$ cat src/rtl/reorder_buffer_pkg.sv
// reorder_buffer_pkg: ROB entry type shared by the reorder buffer, RS and dispatch
package reorder_buffer_pkg;
  typedef struct packed {
    logic        valid;
    logic        done;
    logic        wr;
    logic [4:0]  rd;
    logic [31:0] data;
  } rob_entry_t;
endpackage

$ cat src/rtl/rob_ptr.sv
// rob_ptr: wrapping W-bit pointer (clk, reset async clear, clear sync clear, inc step, ptr value)
module rob_ptr #(
  parameter int W = 4
) (
  input  logic         clk,
  input  logic         reset,
  input  logic         clear,
  input  logic         inc,
  output logic [W-1:0] ptr
);
  always_ff @(posedge clk or posedge reset)
    if (reset) ptr <= '0;
    else if (clear) ptr <= '0;
    else if (inc) ptr <= ptr + W'(1);
endmodule

$ cat src/rtl/reorder_buffer.sv
// reorder_buffer: in-order retirement buffer (alloc_* dispatch, cdb_* writeback, q1/q2 lookups, rd/RegWrite/WriteData/commit_valid commit, empty)
module reorder_buffer
  import reorder_buffer_pkg::*;
#(
  parameter int DEPTH = 16,
  parameter int TAG_W = $clog2(DEPTH)
) (
  input  logic             clk,
  input  logic             reset,
  input  logic             flush,
  input  logic             alloc_valid,
  input  logic [4:0]       alloc_rd,
  input  logic             alloc_wr,
  output logic             alloc_ready,
  output logic [TAG_W-1:0] alloc_tag,
  input  logic             cdb_valid,
  input  logic [TAG_W-1:0] cdb_tag,
  input  logic [31:0]      cdb_data,
  input  logic [TAG_W-1:0] q1_tag,
  input  logic [TAG_W-1:0] q2_tag,
  output logic             q1_ready,
  output logic             q2_ready,
  output logic [31:0]      q1_data,
  output logic [31:0]      q2_data,
  output logic [4:0]       rd,
  output logic             RegWrite,
  output logic [31:0]      WriteData,
  output logic             commit_valid,
  output logic             empty
);
  rob_entry_t       rob [DEPTH];
  rob_entry_t       hd;
  logic [TAG_W-1:0] head, tail;
  logic [TAG_W:0]   count;
  logic             alloc_fire, q1_hit, q2_hit;
  rob_ptr #(.W(TAG_W)) u_head (.clk(clk), .reset(reset), .clear(flush), .inc(commit_valid), .ptr(head));
  rob_ptr #(.W(TAG_W)) u_tail (.clk(clk), .reset(reset), .clear(flush), .inc(alloc_fire), .ptr(tail));
  always_comb begin
    hd           = rob[head];
    alloc_ready  = count != (TAG_W+1)'(DEPTH);
    alloc_tag    = tail;
    alloc_fire   = alloc_valid & alloc_ready & !flush;
    empty        = count == '0;
    commit_valid = hd.valid & hd.done & !flush;
    RegWrite     = commit_valid & hd.wr & (hd.rd != 5'd0);
    rd           = commit_valid ? hd.rd : 5'd0;
    WriteData    = commit_valid ? hd.data : 32'd0;
    q1_hit       = cdb_valid & (cdb_tag == q1_tag);
    q2_hit       = cdb_valid & (cdb_tag == q2_tag);
    q1_ready     = rob[q1_tag].valid & (rob[q1_tag].done | q1_hit);
    q2_ready     = rob[q2_tag].valid & (rob[q2_tag].done | q2_hit);
    q1_data      = q1_hit ? cdb_data : rob[q1_tag].data;
    q2_data      = q2_hit ? cdb_data : rob[q2_tag].data;
  end
  always_ff @(posedge clk or posedge reset)
    if (reset) begin
      count <= '0;
      for (int i = 0; i < DEPTH; i++) rob[i] <= '0;
    end else if (flush) begin
      count <= '0;
      for (int i = 0; i < DEPTH; i++) begin
        rob[i].valid <= 1'b0;
        rob[i].done  <= 1'b0;
      end
    end else begin
      count <= count + (TAG_W+1)'(alloc_fire) - (TAG_W+1)'(commit_valid);
      if (alloc_fire) begin
        rob[tail].valid <= 1'b1;
        rob[tail].done  <= 1'b0;
        rob[tail].wr    <= alloc_wr;
        rob[tail].rd    <= alloc_rd;
      end
      if (cdb_valid && rob[cdb_tag].valid) begin
        rob[cdb_tag].data <= cdb_data;
        rob[cdb_tag].done <= 1'b1;
      end
      if (commit_valid) rob[head].valid <= 1'b0;
    end
endmodule

$ cat config.mk
export PLATFORM = sky130hd
export DESIGN_NAME = reorder_buffer
export DESIGN_NICKNAME = d
export VERILOG_FILES = /design/src/rtl/reorder_buffer_pkg.sv /design/src/rtl/rob_ptr.sv /design/src/rtl/reorder_buffer.sv
export SDC_FILE = /design/constraint.sdc
export NUM_CORES = 2
export LEC_CHECK = 0
export CAP_MARGIN = 20
export CORE_MARGIN = 3
export CORE_UTILIZATION = 50
export CTS_BUF_LIST = sky130_fd_sc_hd__clkbuf_8 sky130_fd_sc_hd__clkbuf_16
export DETAILED_ROUTE_END_ITERATION = 8
export PLACE_DENSITY = 0.64
export SLEW_MARGIN = 15
export SYNTH_ARGS = -nofsm -noshare
export SYNTH_HDL_FRONTEND = slang
export SYNTH_SLANG_ARGS = --single-unit
$ cat constraint.sdc
create_clock -name clk -period 38.3 [get_ports clk]
set_clock_uncertainty 0.05 [all_clocks]
set_input_delay 7.66 -clock clk [delete_from_list [all_inputs] [get_ports clk]]
set_output_delay 7.66 -clock clk [all_outputs]
set_load 0.02 [all_outputs]
==> impl_metrics.toml <==
[drt]
drc = 0
drt-pass1-iter-count = 5
wl_um = 113000
via_per_inst = 6.91
vias = 24300
postRouteAntennaNets = 0
initialDrtViolationCount = 2487
wire_per_inst_um = 32.1

[cells_and_area]
antenna_cells = 0
fin_cells = 3518
regArea_mm2 = 0.0164
area_growth_pct = 12.7
nets = 2497
fin_area_mm2 = 0.0440
multi_input_area_mm2 = 0.0214
layout-drive-gt1-share_pct = 57.4
n_fill_cell = 5941

[worst_setup_path]
rr_worst_depth = 14
path_cells = "buf_8 -> buf_4 -> buf_4 -> mux4_2 -> mux4_2 -> mux2_2 -> clkdlybuf4s50_1"
critPathMaxStageDelay_ps = 800
timing.rr.end = "count[4]"
crit_path_start_kind = "input port"
slowest_stage = "buf_4"
timing.rr.start = "u_head.ptr[1]"
critPathMaxFanout = 71
worst_setup_path_end_kind = "primary output"
reg2reg_slack_ps = 33250
cp.arrival_ps = 11800
critPathKind = "input port to primary output"
crit_required_ps = 30590

[power]
power_density_mw_per_mm2 = 38.9
p_leak_nw = 19.1
vdd_ir_drop_max_mv = 0.0452
fin_total_pwr_mw = 1.71

[sta]
finalHoldViolCount = 0
finalSetupTns_ps = 0
drv_slew = 0
worst_slew_pin_slew_ps = 1040
relSlewSlack_pct = 30.9
grt_setup_unrepaired = "false"
post-route-min-period_ps = 19510
fmax_mhz = 51.3
fin_crit_sh_pct = 50.9
setup_viol = 0

[cts]
htreeDepth = 3
path_clk_slew_ps = 50
cts-resized-gates = 0
cts_buffers = 76
cts_sinks = 653
cts_buffer_depth = 3
cts-root-buf = "clkbuf_16"
insertion_delay_ps = 630
cts_hold_buf = 0
cts_setup_buffers = 0
cts_tree = "done"

[yosys]
ys_top_cells_by_area = "dfrtp_1 (42%), mux4_2 (31%), mux2_2 (19%)"
synth-compound-area-share_pct = 1.45
synth_cell_type_count = 51
syn_area_per_cell_um2 = 16.5
ys_async_sr_fraction_pct = 100
synth_top_cell_area_share_pct = 41.9
synth_top_family_by_area = "multiplexers"
synthMuxAreaShare_pct = 50.4
synth-xor-area-share_pct = 0.292
ys_ff_latch = 653
synth_commonest_cells = "mux2_2 (674), dfrtp_1 (653), mux4_2 (532)"
synth_area_mm2 = 0.0390
synth_top_area_cell = "dfrtp_1"
synth-main-ff-cell = "dfrtp_1"
synthSimpleGateAreaFrac_pct = 2.11
synth_fp_nets = 2443
yosysWarnings = 0
yosysSeqAreaShare_pct = 41.9
synth_most_common_cell = "mux2_2"
synth_edf_count = 0
yosys.area_share.adder_pct = 0.500
netlist_instances = 2373

[status]
status = "finished, final reports clean"

[grt]
antenna_found_initial = 1
overflow = 0
grt_pass1_wl_um = 171000
grt_pass1_vias = 25900
grt_max_degree = 179
groute.usage.overall_pct = 28.1

[floorplanning]
die-area_mm2 = 0.0815
die_x_um = 285
die_y_um = 285
fp.coreArea_mm2 = 0.0766
initial_core_util_pct = 51.0
io_pins = 166
rows = 101

[hold_path]
whs_path_depth = 1
hold_class = "flip-flop to flip-flop"

[place]
dpl.hpwl_um = 64800
gp_congestion = 0.863
dp_cells = 3376
place_area_mm2 = 0.0412
port_buffers = 165

[job]
maxCapViolCount = 0
-- cell type report --
class	instances	area share, %
clock inverters	42	1.10
well taps	1030	2.93
clock buffers	97	5.03
inverters	16	0.154
flip-flops and latches	653	37.2
repair buffers	219	4.88
multi-input cells	1461	48.7
-- worst max path at each step --
stage	startpoint	to	slack, ps	cells after the start
global placement	q2_tag[0]	q2_data[15]	18660	7
detailed placement	q2_tag[0]	q2_data[15]	18680	7
CTS	q2_tag[0]	q2_data[22]	18660	7
finish	q2_tag[0]	q2_data[23]	18790	7
floorplan	reset	asynchronous set/reset pin	12290	1
global route	q2_tag[0]	q2_data[31]	18450	7
-- layer usage --
layer / vias up / share of wire [%] / GRT usage [%] / routed length [um]
li1: 9675 / - / - / -
met4: 0 / 3.3 / 9.31 / 3750
met5: - / 0 / 0 / 0
met2: 1094 / 49 / 45.5 / 55300
met3: 247 / 7.4 / 5.75 / 8370
met1: 13300 / 40 / 38.5 / 45500
-- cells by family (layout without fill, tap and decap cells) --
family,Yosys count,after routing
adder cells (fa/ha/maj),15,15
multiplexers,1215,1215
buffers and inverters,259,374
XOR/XNOR,13,13
AND/OR/NAND/NOR,146,146
flip-flops,653,653
AO/OA/AOI/OAI,72,72
-- where the power goes --
| part | leakage [nW] | internal [mW] | switching [mW] |
|---|---|---|---|
| registers | 9.06 | 0.716 | 0.0209 |
| logic | 8.61 | 0.0941 | 0.103 |
| clock network | 1.39 | 0.475 | 0.300 |
| total | 19.1 | 1.28 | 0.424 |
-- stage by stage --
step	util, %	worst slack, ps	hold WS (ps)
final	57.4	18790	452
after global routing	57.4	18450	468
after CTS	57.3	18660	452
after detailed placement	53.8	18680	438
after global placement	53.8	18660	432
after floorplan	-	12290	424
-- worst max-delay path, delay by kind of cell --
| kind | cells | cell delay, ps |
|---|---|---|
| buffers and inverters | 4 | 2670 |
| multiplexers | 3 | 1400 |
-- cell usage in the layout (no fill, tap or decap), types with 10 or more instances in the layout --
cell type	count
clkbuf_16	78
a21oi_1	11
bufinv_16	10
buf_4	49
mux4_2	532
inv_1	29
clkdlybuf4s50_1	157
ha_1	14
nor2b_1	46
clkbuf_8	19
nand3_1	15
nand2_1	25
mux2_2	674
nor2_1	11
dfrtp_1	649
clkinv_2	11
a22oi_1	14
Power figures use the tool's default switching activity.
